### config.mk
export PLATFORM = sky130hd
export DESIGN_NAME = dual_fetch_unit
export DESIGN_NICKNAME = d
export VERILOG_FILES = /design/src/rtl/kl_fetch_pkg.sv /design/src/rtl/fetch_queue.sv /design/src/rtl/dual_fetch_unit.sv
export SDC_FILE = /design/constraint.sdc
export NUM_CORES = 1
export LEC_CHECK = 0
export CORE_ASPECT_RATIO = 1.2
export CORE_MARGIN = 1.5
export CORE_UTILIZATION = 59
export DETAILED_ROUTE_END_ITERATION = 10
export GPL_ROUTABILITY_DRIVEN = 0
export PLACE_DENSITY = 0.85
export SLEW_MARGIN = 20
export SYNTH_ARGS = -nofsm -noshare
export SYNTH_HDL_FRONTEND = slang
export SYNTH_HIERARCHICAL = 1
export SYNTH_SLANG_ARGS = --single-unit
### constraint.sdc
create_clock -name clk -period 7.9 [get_ports clk]
set_input_delay 1.58 -clock clk [delete_from_list [all_inputs] [get_ports clk]]
set_output_delay 1.58 -clock clk [all_outputs]
set_load 0.02 [all_outputs]
### src/rtl/kl_fetch_pkg.sv
// Shared types for the dual-issue fetch front end.
// Holds widths, the bubble encoding, the queue entry and the FSM state.
package kl_fetch_pkg;

  localparam int PC_W = 8;
  localparam int IR_W = 16;

  localparam logic [IR_W-1:0] NOP_INST = 16'h0000;

  typedef struct packed {
    logic [IR_W-1:0] ir;
    logic [PC_W-1:0] pc;
  } fetch_entry_t;

  typedef enum logic {
    FETCH = 1'b0,
    HOLD  = 1'b1
  } fetch_state_e;

endpackage

### src/rtl/fetch_queue.sv
// 2-push/2-pop FIFO of fetch entries between memory and issue.
// Ports: push_n (0/2), push0/1, pop_n (0-2), flush, count, head0/1.
module fetch_queue
  import kl_fetch_pkg::*;
#(
  parameter int DEPTH = 4
) (
  input  logic                   clk,
  input  logic                   rst,
  input  logic [1:0]             push_n,
  input  fetch_entry_t           push0,
  input  fetch_entry_t           push1,
  input  logic [1:0]             pop_n,
  input  logic                   flush,
  output logic [$clog2(DEPTH):0] count,
  output fetch_entry_t           head0,
  output fetch_entry_t           head1
);

  localparam int AW = $clog2(DEPTH);
  localparam int CW = AW + 1;

  fetch_entry_t   mem_q [DEPTH];
  logic [AW-1:0]  rd_q;
  logic [AW-1:0]  wr_q;
  logic [CW-1:0]  cnt_q;
  logic           do_push;
  logic [CW:0]    fill_w;

  assign do_push = (push_n == 2'd2);

  always_ff @(posedge clk or negedge rst) begin
    if (!rst) begin
      rd_q  <= '0;
      wr_q  <= '0;
      cnt_q <= '0;
    end else if (flush) begin
      rd_q  <= '0;
      wr_q  <= '0;
      cnt_q <= '0;
    end else begin
      if (do_push) wr_q <= wr_q + AW'(2);
      rd_q  <= rd_q + AW'(pop_n);
      cnt_q <= cnt_q + (do_push ? CW'(2) : CW'(0))
             - CW'(pop_n);
    end
  end

  // Payload storage needs no reset; count gates every read.
  always_ff @(posedge clk) begin
    if (do_push && !flush) begin
      mem_q[wr_q]          <= push0;
      mem_q[wr_q + AW'(1)] <= push1;
    end
  end

  assign head0 = mem_q[rd_q];
  assign head1 = mem_q[rd_q + AW'(1)];
  assign count = cnt_q;

  assign fill_w = {1'b0, cnt_q} + (CW+1)'(push_n);

  a_no_overflow: assert property (
    @(posedge clk) disable iff (!rst)
    flush || (fill_w <= (CW+1)'(DEPTH) + (CW+1)'(pop_n))
  );

  a_no_underflow: assert property (
    @(posedge clk) disable iff (!rst)
    flush || (CW'(pop_n) <= cnt_q)
  );

endmodule

### src/rtl/dual_fetch_unit.sv
// Dual-issue fetch: two words per request, queued, issued as p0/p1.
// Ports: clk, rst, fetch_next, redirect_*, im_*, p0_*/p1_* outputs.
module dual_fetch_unit
  import kl_fetch_pkg::*;
#(
  parameter logic [PC_W-1:0] RESET_PC = 8'h00,
  parameter int              FQ_DEPTH = 4
) (
  input  logic            clk,
  input  logic            rst,
  input  logic            fetch_next,
  input  logic            redirect_valid,
  input  logic [PC_W-1:0] redirect_pc,
  output logic            im_req,
  output logic [PC_W-1:0] im_addr0,
  output logic [PC_W-1:0] im_addr1,
  input  logic [IR_W-1:0] im_rdata0,
  input  logic [IR_W-1:0] im_rdata1,
  output logic [IR_W-1:0] p0_IR_out,
  output logic [IR_W-1:0] p1_IR_out,
  output logic [PC_W-1:0] p0_PC_out,
  output logic [PC_W-1:0] p1_PC_out,
  output logic            p0_valid_out,
  output logic            p1_valid_out
);

  localparam int CW = $clog2(FQ_DEPTH) + 1;

  logic [PC_W-1:0] fetch_pc_q, fetch_pc_d;
  logic [PC_W-1:0] req_pc_q;
  fetch_state_e    state_q, state_d;
  logic            inflight_q;
  logic            squash_q;

  logic [IR_W-1:0] p0_ir_q, p1_ir_q;
  logic [PC_W-1:0] p0_pc_q, p1_pc_q;
  logic            p0_v_q, p1_v_q;

  logic [CW-1:0]   q_count;
  fetch_entry_t    q_head0, q_head1;
  fetch_entry_t    q_push0, q_push1;
  logic [1:0]      push_n, pop_n;
  logic            adv;
  logic            room;
  logic [CW:0]     occ_w;

  assign adv = fetch_next | ~p0_v_q;

  always_comb begin
    pop_n = 2'd0;
    if (!redirect_valid && adv) begin
      if (q_count >= CW'(2))      pop_n = 2'd2;
      else if (q_count == CW'(1)) pop_n = 2'd1;
    end
  end

  // Occupancy once this cycle's pop and in-flight push land;
  // a new request needs two free slots beyond that.
  assign occ_w = {1'b0, q_count} - (CW+1)'(pop_n)
               + (inflight_q ? (CW+1)'(2) : (CW+1)'(0));
  assign room  = occ_w <= (CW+1)'(FQ_DEPTH - 2);

  assign state_d  = room ? FETCH : HOLD;
  assign im_req   = rst & (state_d == FETCH) & ~redirect_valid;
  assign im_addr0 = fetch_pc_q;
  assign im_addr1 = fetch_pc_q + PC_W'(1);

  assign push_n = (inflight_q && !squash_q && !redirect_valid)
                ? 2'd2 : 2'd0;
  assign q_push0 = '{ir: im_rdata0, pc: req_pc_q};
  assign q_push1 = '{ir: im_rdata1, pc: req_pc_q + PC_W'(1)};

  always_comb begin
    fetch_pc_d = fetch_pc_q;
    if (redirect_valid)  fetch_pc_d = redirect_pc;
    else if (im_req)     fetch_pc_d = fetch_pc_q + PC_W'(2);
  end

  always_ff @(posedge clk or negedge rst) begin
    if (!rst) begin
      fetch_pc_q <= RESET_PC;
      req_pc_q   <= '0;
      state_q    <= FETCH;
      inflight_q <= 1'b0;
      squash_q   <= 1'b0;
    end else begin
      fetch_pc_q <= fetch_pc_d;
      if (im_req) req_pc_q <= fetch_pc_q;
      state_q    <= state_d;
      inflight_q <= im_req;
      squash_q   <= redirect_valid & inflight_q;
    end
  end

  always_ff @(posedge clk or negedge rst) begin
    if (!rst) begin
      p0_ir_q <= NOP_INST;
      p1_ir_q <= NOP_INST;
      p0_pc_q <= '0;
      p1_pc_q <= '0;
      p0_v_q  <= 1'b0;
      p1_v_q  <= 1'b0;
    end else if (redirect_valid) begin
      p0_ir_q <= NOP_INST;
      p1_ir_q <= NOP_INST;
      p0_pc_q <= '0;
      p1_pc_q <= '0;
      p0_v_q  <= 1'b0;
      p1_v_q  <= 1'b0;
    end else if (adv) begin
      p0_ir_q <= (pop_n != 2'd0) ? q_head0.ir : NOP_INST;
      p0_pc_q <= (pop_n != 2'd0) ? q_head0.pc : '0;
      p0_v_q  <= (pop_n != 2'd0);
      p1_ir_q <= (pop_n == 2'd2) ? q_head1.ir : NOP_INST;
      p1_pc_q <= (pop_n == 2'd2) ? q_head1.pc : '0;
      p1_v_q  <= (pop_n == 2'd2);
    end
  end

  fetch_queue #(
    .DEPTH (FQ_DEPTH)
  ) u_fq (
    .clk    (clk),
    .rst    (rst),
    .push_n (push_n),
    .push0  (q_push0),
    .push1  (q_push1),
    .pop_n  (pop_n),
    .flush  (redirect_valid),
    .count  (q_count),
    .head0  (q_head0),
    .head1  (q_head1)
  );

  // HOLD means last cycle issued nothing, so nothing can be in flight.
  a_hold_idle: assert property (
    @(posedge clk) disable iff (!rst)
    (state_q == HOLD) |-> !inflight_q
  );

  assign p0_IR_out    = p0_ir_q;
  assign p1_IR_out    = p1_ir_q;
  assign p0_PC_out    = p0_pc_q;
  assign p1_PC_out    = p1_pc_q;
  assign p0_valid_out = p0_v_q;
  assign p1_valid_out = p1_v_q;

endmodule

Word level (Yosys, flattened, before mapping)

Memories as Yosys holds them, arrays and structs flattened.
Index checks and enable logic that the tools add are counted.

Bits in writable memories: 96
Input port bits: 44
Register bits after elaboration: 75
Memories: 1
Logic and storage cells: 76
Output and inout bits: 67

Memories:

| name       | depth | bits a word | read ports | clocked after memory_dff | write ports | RTL line          | source |
|---|---|---|---|---|---|---|---|
| u_fq.mem_q | 4     | 24          | 2          | 0                        | 2           | fetch_queue.sv:23 | `fetch_entry_t mem_q [DEPTH];` |

Order comparisons: 2
Reduce and logical (&&, ||, !) cells: 10
Add/sub/neg operators: 11
Bitwise gates (word level): 6
Equality and inequality tests: 3
Mux-type cells: 30

Operators by type and width:

| cell                                                 | number |
|---|---|
| 2-to-1 mux 16 bit                                    | 6 |
| 2-to-1 mux 8 bit                                     | 8 |
| adder 8 x 1 -> 8 bit (second input constant)         | 2 |
| 2-to-1 mux 2 bit                                     | 8 |
| adder 8 x 2 -> 8 bit (second input constant)         | 1 |
| nonzero test 2 bit                                   | 4 |
| 2-to-1 mux 1 bit                                     | 7 |
| adder 2 x 1 -> 2 bit (second input constant)         | 2 |
| adder 4 x 2 -> 4 bit                                 | 1 |
| equality test 2 bit (second input constant)          | 2 |
| <= comparator 4 x 2 -> 1 bit (second input constant) | 1 |
| logical AND 1 bit                                    | 4 |
| subtractor 3 x 2 -> 4 bit                            | 1 |
| adder 3 bit                                          | 1 |
| AND 1 bit                                            | 3 |
| equality test 3 x 1 -> 1 bit (second input constant) | 1 |
| >= comparator 3 x 2 -> 1 bit (second input constant) | 1 |
| 2-to-1 mux 3 bit                                     | 1 |
| subtractor 3 x 2 -> 3 bit                            | 1 |
| adder 2 bit                                          | 1 |
| adder 2 bit (second input constant)                  | 1 |
| zero test 1 bit                                      | 2 |
| NOT 1 bit                                            | 2 |
| OR 1 bit                                             | 1 |

Longest topological paths before layout

Depth in word-level cells: 11
Mapped depth: 14
Gate-level depth less buffers: 12

By module

Netlist, hierarchy kept.

By module, submodules not included:

| module          | instances | area each (um2) | cells an instance | seq. area each (um2) |
|---|---|---|---|---|
| fetch_queue     | 1         | 5153.7          | 290               | 3032.9 |
| dual_fetch_unit | 1         | 2902.8          | 224               | 1701.6 |

Least setup slack after synthesis

OpenSTA, ideal clock, no wires.

Kind: input -> output
Start: input port fetch_next
End: output port im_req
Path buffers: 2
Stages: 13
Arrival time: 4.018 ns
Path slack: 2.302 ns
Data required time: 6.320 ns
Path through: inv_1 > a21oi_1 > nor2b_1 > buf_2 > buf_2 > inv_1 > fa_1 > ha_1 > inv_1 > fa_1 > and2_1 > nand3_4 > nor2_4

Cells in the longest elaborated chain, start to end: 8

RTL lines:

| what                         | RTL line              | source |
|---|---|---|
| start: declaration           | dual_fetch_unit.sv:11 | `input logic fetch_next,` |
| OR 1 bit                     | dual_fetch_unit.sv:47 | `assign adv = fetch_next \| ~p0_v_q;` |
| logical AND 1 bit            | dual_fetch_unit.sv:51 | `if (!redirect_valid && adv) begin` |
| 2-to-1 mux 2 bit             | dual_fetch_unit.sv:51 |  |
| via pop_n[1]                 | dual_fetch_unit.sv:42 | `logic [1:0] push_n, pop_n;` |
| subtractor 3 x 2 -> 4 bit    | dual_fetch_unit.sv:59 | `assign occ_w = {1'b0, q_count} - (CW+1)'(pop_n)` |
| adder 4 x 2 -> 4 bit         | dual_fetch_unit.sv:60 | `+ (inflight_q ? (CW+1)'(2) : (CW+1)'(0));` |
| <= comparator 4 x 2 -> 1 bit | dual_fetch_unit.sv:61 | `assign room = occ_w <= (CW+1)'(FQ_DEPTH - 2);` |
| AND 1 bit (2 in series)      | dual_fetch_unit.sv:64 | `assign im_req = rst & (state_d == FETCH) & ~redirect_valid;` |
| end: declaration             | dual_fetch_unit.sv:14 | `output logic im_req,` |

The timed path passes the listed nets, and every way through them passes these cells.

Worst setup path after layout

Start: input port fetch_next
End: output port im_req

Cells in the longest elaborated chain, start to end: 8

RTL lines:

| what                         | RTL line |
|---|---|
| OR 1 bit                     | dual_fetch_unit.sv:47 |
| logical AND 1 bit            | dual_fetch_unit.sv:51 |
| 2-to-1 mux 2 bit             | dual_fetch_unit.sv:51 |
| subtractor 3 x 2 -> 4 bit    | dual_fetch_unit.sv:59 |
| adder 4 x 2 -> 4 bit         | dual_fetch_unit.sv:60 |
| <= comparator 4 x 2 -> 1 bit | dual_fetch_unit.sv:61 |
| AND 1 bit (2 in series)      | dual_fetch_unit.sv:64 |

Every way passes these cells.

==> impl_metrics.csv <==
group,metric,value,unit
yosys,syn_avg_cell_area,15.7,um2
timing,finalHoldViolCount,0,
yosys,yosys_warnings,6,
global_routing,grt_pass1_vias,4884,
finish,multi_input_area,2950,um2
die,num_rows,46,
timing,finalSetupViolations,0,
finish,nNetsFinal,630,
yosys,ys_ff_latch,170,
placed_design,dp.cells,724,
cts,clockBufferDepth,2,
global_routing,grt_usage,24.3,%
pwr,power_leakage,3.54,nW
global_routing,grt_start_max_net_pins,51,
global_routing,globalRoute.totalOverflow,0,
yosys,syn-cell-area,8060,um2
worst_setup_path,path_depth,13,
worst_setup_path,cp_max_fo,10,
finish,final_cell_area,9680,um2
timing,min_period,6.65,ns
finish,seq_area,4740,um2
routing,ant_nets,0,
yosys,synth_edf_count,96,
global_routing,grt_pass1_wl,25400,um
yosys,yosysMostFrequentCell,"edfxtp_1",
cts,cts_inserted_buffers,17,
cts,cts-root-buf,"clkbuf_16",
cts,clkTransAtPathRegs,0.06,ns
die,die_w,110,um
pwr,intPower,0.00200,W
cts,cts_resized,0,
worst_setup_path,crit_family,"buffers and inverters",
yosys,synth.distinct_cells,44,
worst_setup_path,critical_path_class,"in -> out",
timing,period_share,84.2,%
yosys,syn_inst,514,
die,start_util,60.6,%
worst_setup_path,slowest_delay,0.67,ns
finish,diodes,0,
cts,cts_tree,"yes",
routing,via_per_inst,6.26,
timing,max_freq,150,MHz
pwr,comb_power_share,29.7,%
cts,post_cts_buffers,0,
finish,area_growth,20.2,%
worst_setup_path,crit_slowest_cell,"clkdlybuf4s50_1",
die,fp.dieH,131,um
timing,final_max_slew_viol_count,0,
pwr,swShare,30.4,%
finish,fin_cells,756,
finish,layout-drive-gt1-share,26.5,%
worst_setup_path,worstPathRequired,6.32,ns
finish,fill_cells,820,
status,status,"completed",
worst_setup_path,worstRegToRegCells,5,
yosys,async_reset_ff_share,43.5,%
yosys,synth_common_cells,"edfxtp_1, dfrtp_1, mux2_2, clkbuf_1",
hold_path,holdPathStages,1,
worst_setup_path,cp.arrival,5.07,ns
timing,rsz0062_at_grt,"no",
run,cap_violations,0,
yosys,seq_area_frac_synth,58.8,%
worst_setup_path,worstSetupEndpointType,"output pin",
hold_path,holdCritPathClass,"reg -> reg",
die,ios,111,
yosys,synth_top_cell_area_share,35.8,%
routing,vias,4731,
placed_design,portBuffers,110,
pwr,total_power,0.00288,W
worst_setup_path,crit_buf_inv,5,
worst_setup_path,worst_path_most_repeated_cell,"inv_1",
timing,worst_pin_slew,1.08,ns
yosys,synth.area.top_cells,"edfxtp_1, dfrtp_1, mux4_2",
worst_setup_path,path_cells,"clkdlybuf4s50_1, inv_1, a21oi_1, nor2b_2, inv_1, fa_1, ha_1, inv_1, fa_1, xnor2_2, nand3_4, nor2_4, clkdlybuf4s50_1",
yosys,synth_top_cell_by_area,"edfxtp_1",
placed_design,dpl-instance-area,9110,um2
die,core_area,13300,um2
routing,drtIter0Drc,220,
die,die_area,14400,um2
pwr,p_per_area,297,nW/um2
timing,setup-tns-final,0,ns
routing,drt-total-wl,16200,um
cts,h-tree-depth,4,
pwr,p_seq_share,43.2,%
pwr,ir_drop,0.196,mV
timing,max_slew_margin,27.8,%
routing,drt_first_pass_iters,4,
cts,clkLatencyLatePin,0.42,ns
pwr,power_switching,0.000875,W
cts,cts_hold_buf,0,
worst_setup_path,cp-start-kind,"input port",
routing,drc,0,
placed_design,post-dp-hpwl,10200,um
timing,clock_skew,0.00749,ns
routing,wl_per_cell,21.5,um
pwr,clkPwrFrac,27.2,%
global_routing,antenna_found_initial,0,
cts,clock_sinks,170,
yosys,synth-main-ff-cell,"edfxtp_1",
[area by class of cell]
cell class / count / area share (%)
well taps: 168 / 2.17
repair buffers: 119 / 12.0
multi-input cells: 255 / 30.5
inverters: 12 / 0.465
clock buffers: 27 / 5.51
flip-flops and latches: 170 / 49.0
clock inverters: 5 / 0.349
[per-layer routing]
| metal | vias to the layer above | part of all wire (%) | GRT usage (%) |
|---|---|---|---|
| met5 | - | 0 | 0 |
| met4 | 0 | 2.2 | 10.5 |
| met3 | 32 | 5.1 | 6.50 |
| met2 | 153 | 55 | 42.2 |
| met1 | 2494 | 38 | 28.3 |
| li1 | 2052 | - | - |
[logic make-up (layout without fill, tap and decap cells)]
group / Yosys count / after routing / share of synthesized area, %
DFF: 170 / 170 / 58.8
muxes: 106 / 106 / 21.5
buffers and inverters: 90 / 163 / 4.88
AOI/OAI and AO/OA: 61 / 61 / 6.31
and+or+nand+nor: 53 / 53 / 4.13
xor gates and xnor gates: 22 / 22 / 2.48
adders and majority gates: 11 / 11 / 1.89
other: 1 / 2 / 0.0465
[worst paths after layout]
path                               from                 to  slack (ns)
hold / removal             p1_valid_out       p1_valid_out        0.49
hold reg to reg            p1_valid_out       p1_valid_out        0.49
setup / recovery             fetch_next             im_req        1.25
max in group asynchronous           rst       u_fq/rd_q[0]        5.81
setup reg to reg             inflight_q  u_fq/mem_q[3][23]        4.78
min in group asynchronous           rst       p1_PC_out[0]        1.11
[power groups by stage]
stage	sequential (W)	combinational, W	clock, W
floorplan	0.00125	0.000564	0
global placement	0.00125	0.000822	0
detailed placement	0.00126	0.000851	0
CTS	0.00125	0.000859	0.000793
global route	0.00127	0.000920	0.000830
finish	0.00124	0.000854	0.000782
[cells in the final DEF (no fill, tap or decap), drive strengths merged, types with 2 or more instances in the layout]
master | Yosys | routed
edfxtp | 96 | 96
nor2 | 7 | 7
mux2i | 2 | 2
xnor2 | 12 | 12
mux4 | 48 | 48
ha | 9 | 9
buf | 22 | 10
xor2 | 10 | 10
clkinvlp | 0 | 2
dfrtp | 74 | 74
mux2 | 56 | 56
nand3 | 6 | 6
clkinv | 0 | 3
nor2b | 3 | 3
a22o | 48 | 48
o31a | 3 | 3
conb | 1 | 2
nor3 | 3 | 3
nor3b | 5 | 5
nand2 | 11 | 11
nand4 | 4 | 4
fa | 2 | 2
and3 | 4 | 4
and2 | 2 | 2
clkbuf | 56 | 27
o21ai | 5 | 5
nand2b | 4 | 4
clkdlybuf4s50 | 0 | 109
a21oi | 2 | 2
inv | 12 | 12
[sequential cells by signal, indices dropped and copies added, names as in the netlist]
| signal | count |
|---|---|
| u_fq/mem_q | 96 |
| p0_IR_out | 16 |
| p1_IR_out | 16 |
| im_addr0 | 8 |
| p0_PC_out | 8 |
| p1_PC_out | 8 |
| req_pc_q | 8 |
| u_fq/count | 3 |
| u_fq/rd_q | 2 |
| inflight_q | 1 |
| p0_valid_out | 1 |
| p1_valid_out | 1 |
| squash_q | 1 |
| u_fq/wr_q | 1 |
[per-stage QoR]
stage | utilization (%) | setup WS, ns | hold WS, ns
6_report | 72.8 | 1.25 | 0.489
5_1_grt | 72.8 | 1.05 | 0.499
4_1_cts | 72.8 | 1.23 | 0.492
3_5_place_dp | 68.5 | 1.26 | 0.481
3_3_place_gp | 68.5 | 1.34 | 0.464
2_1_floorplan | - | 2.30 | 0.512
(Power assumes the default switching activity.)
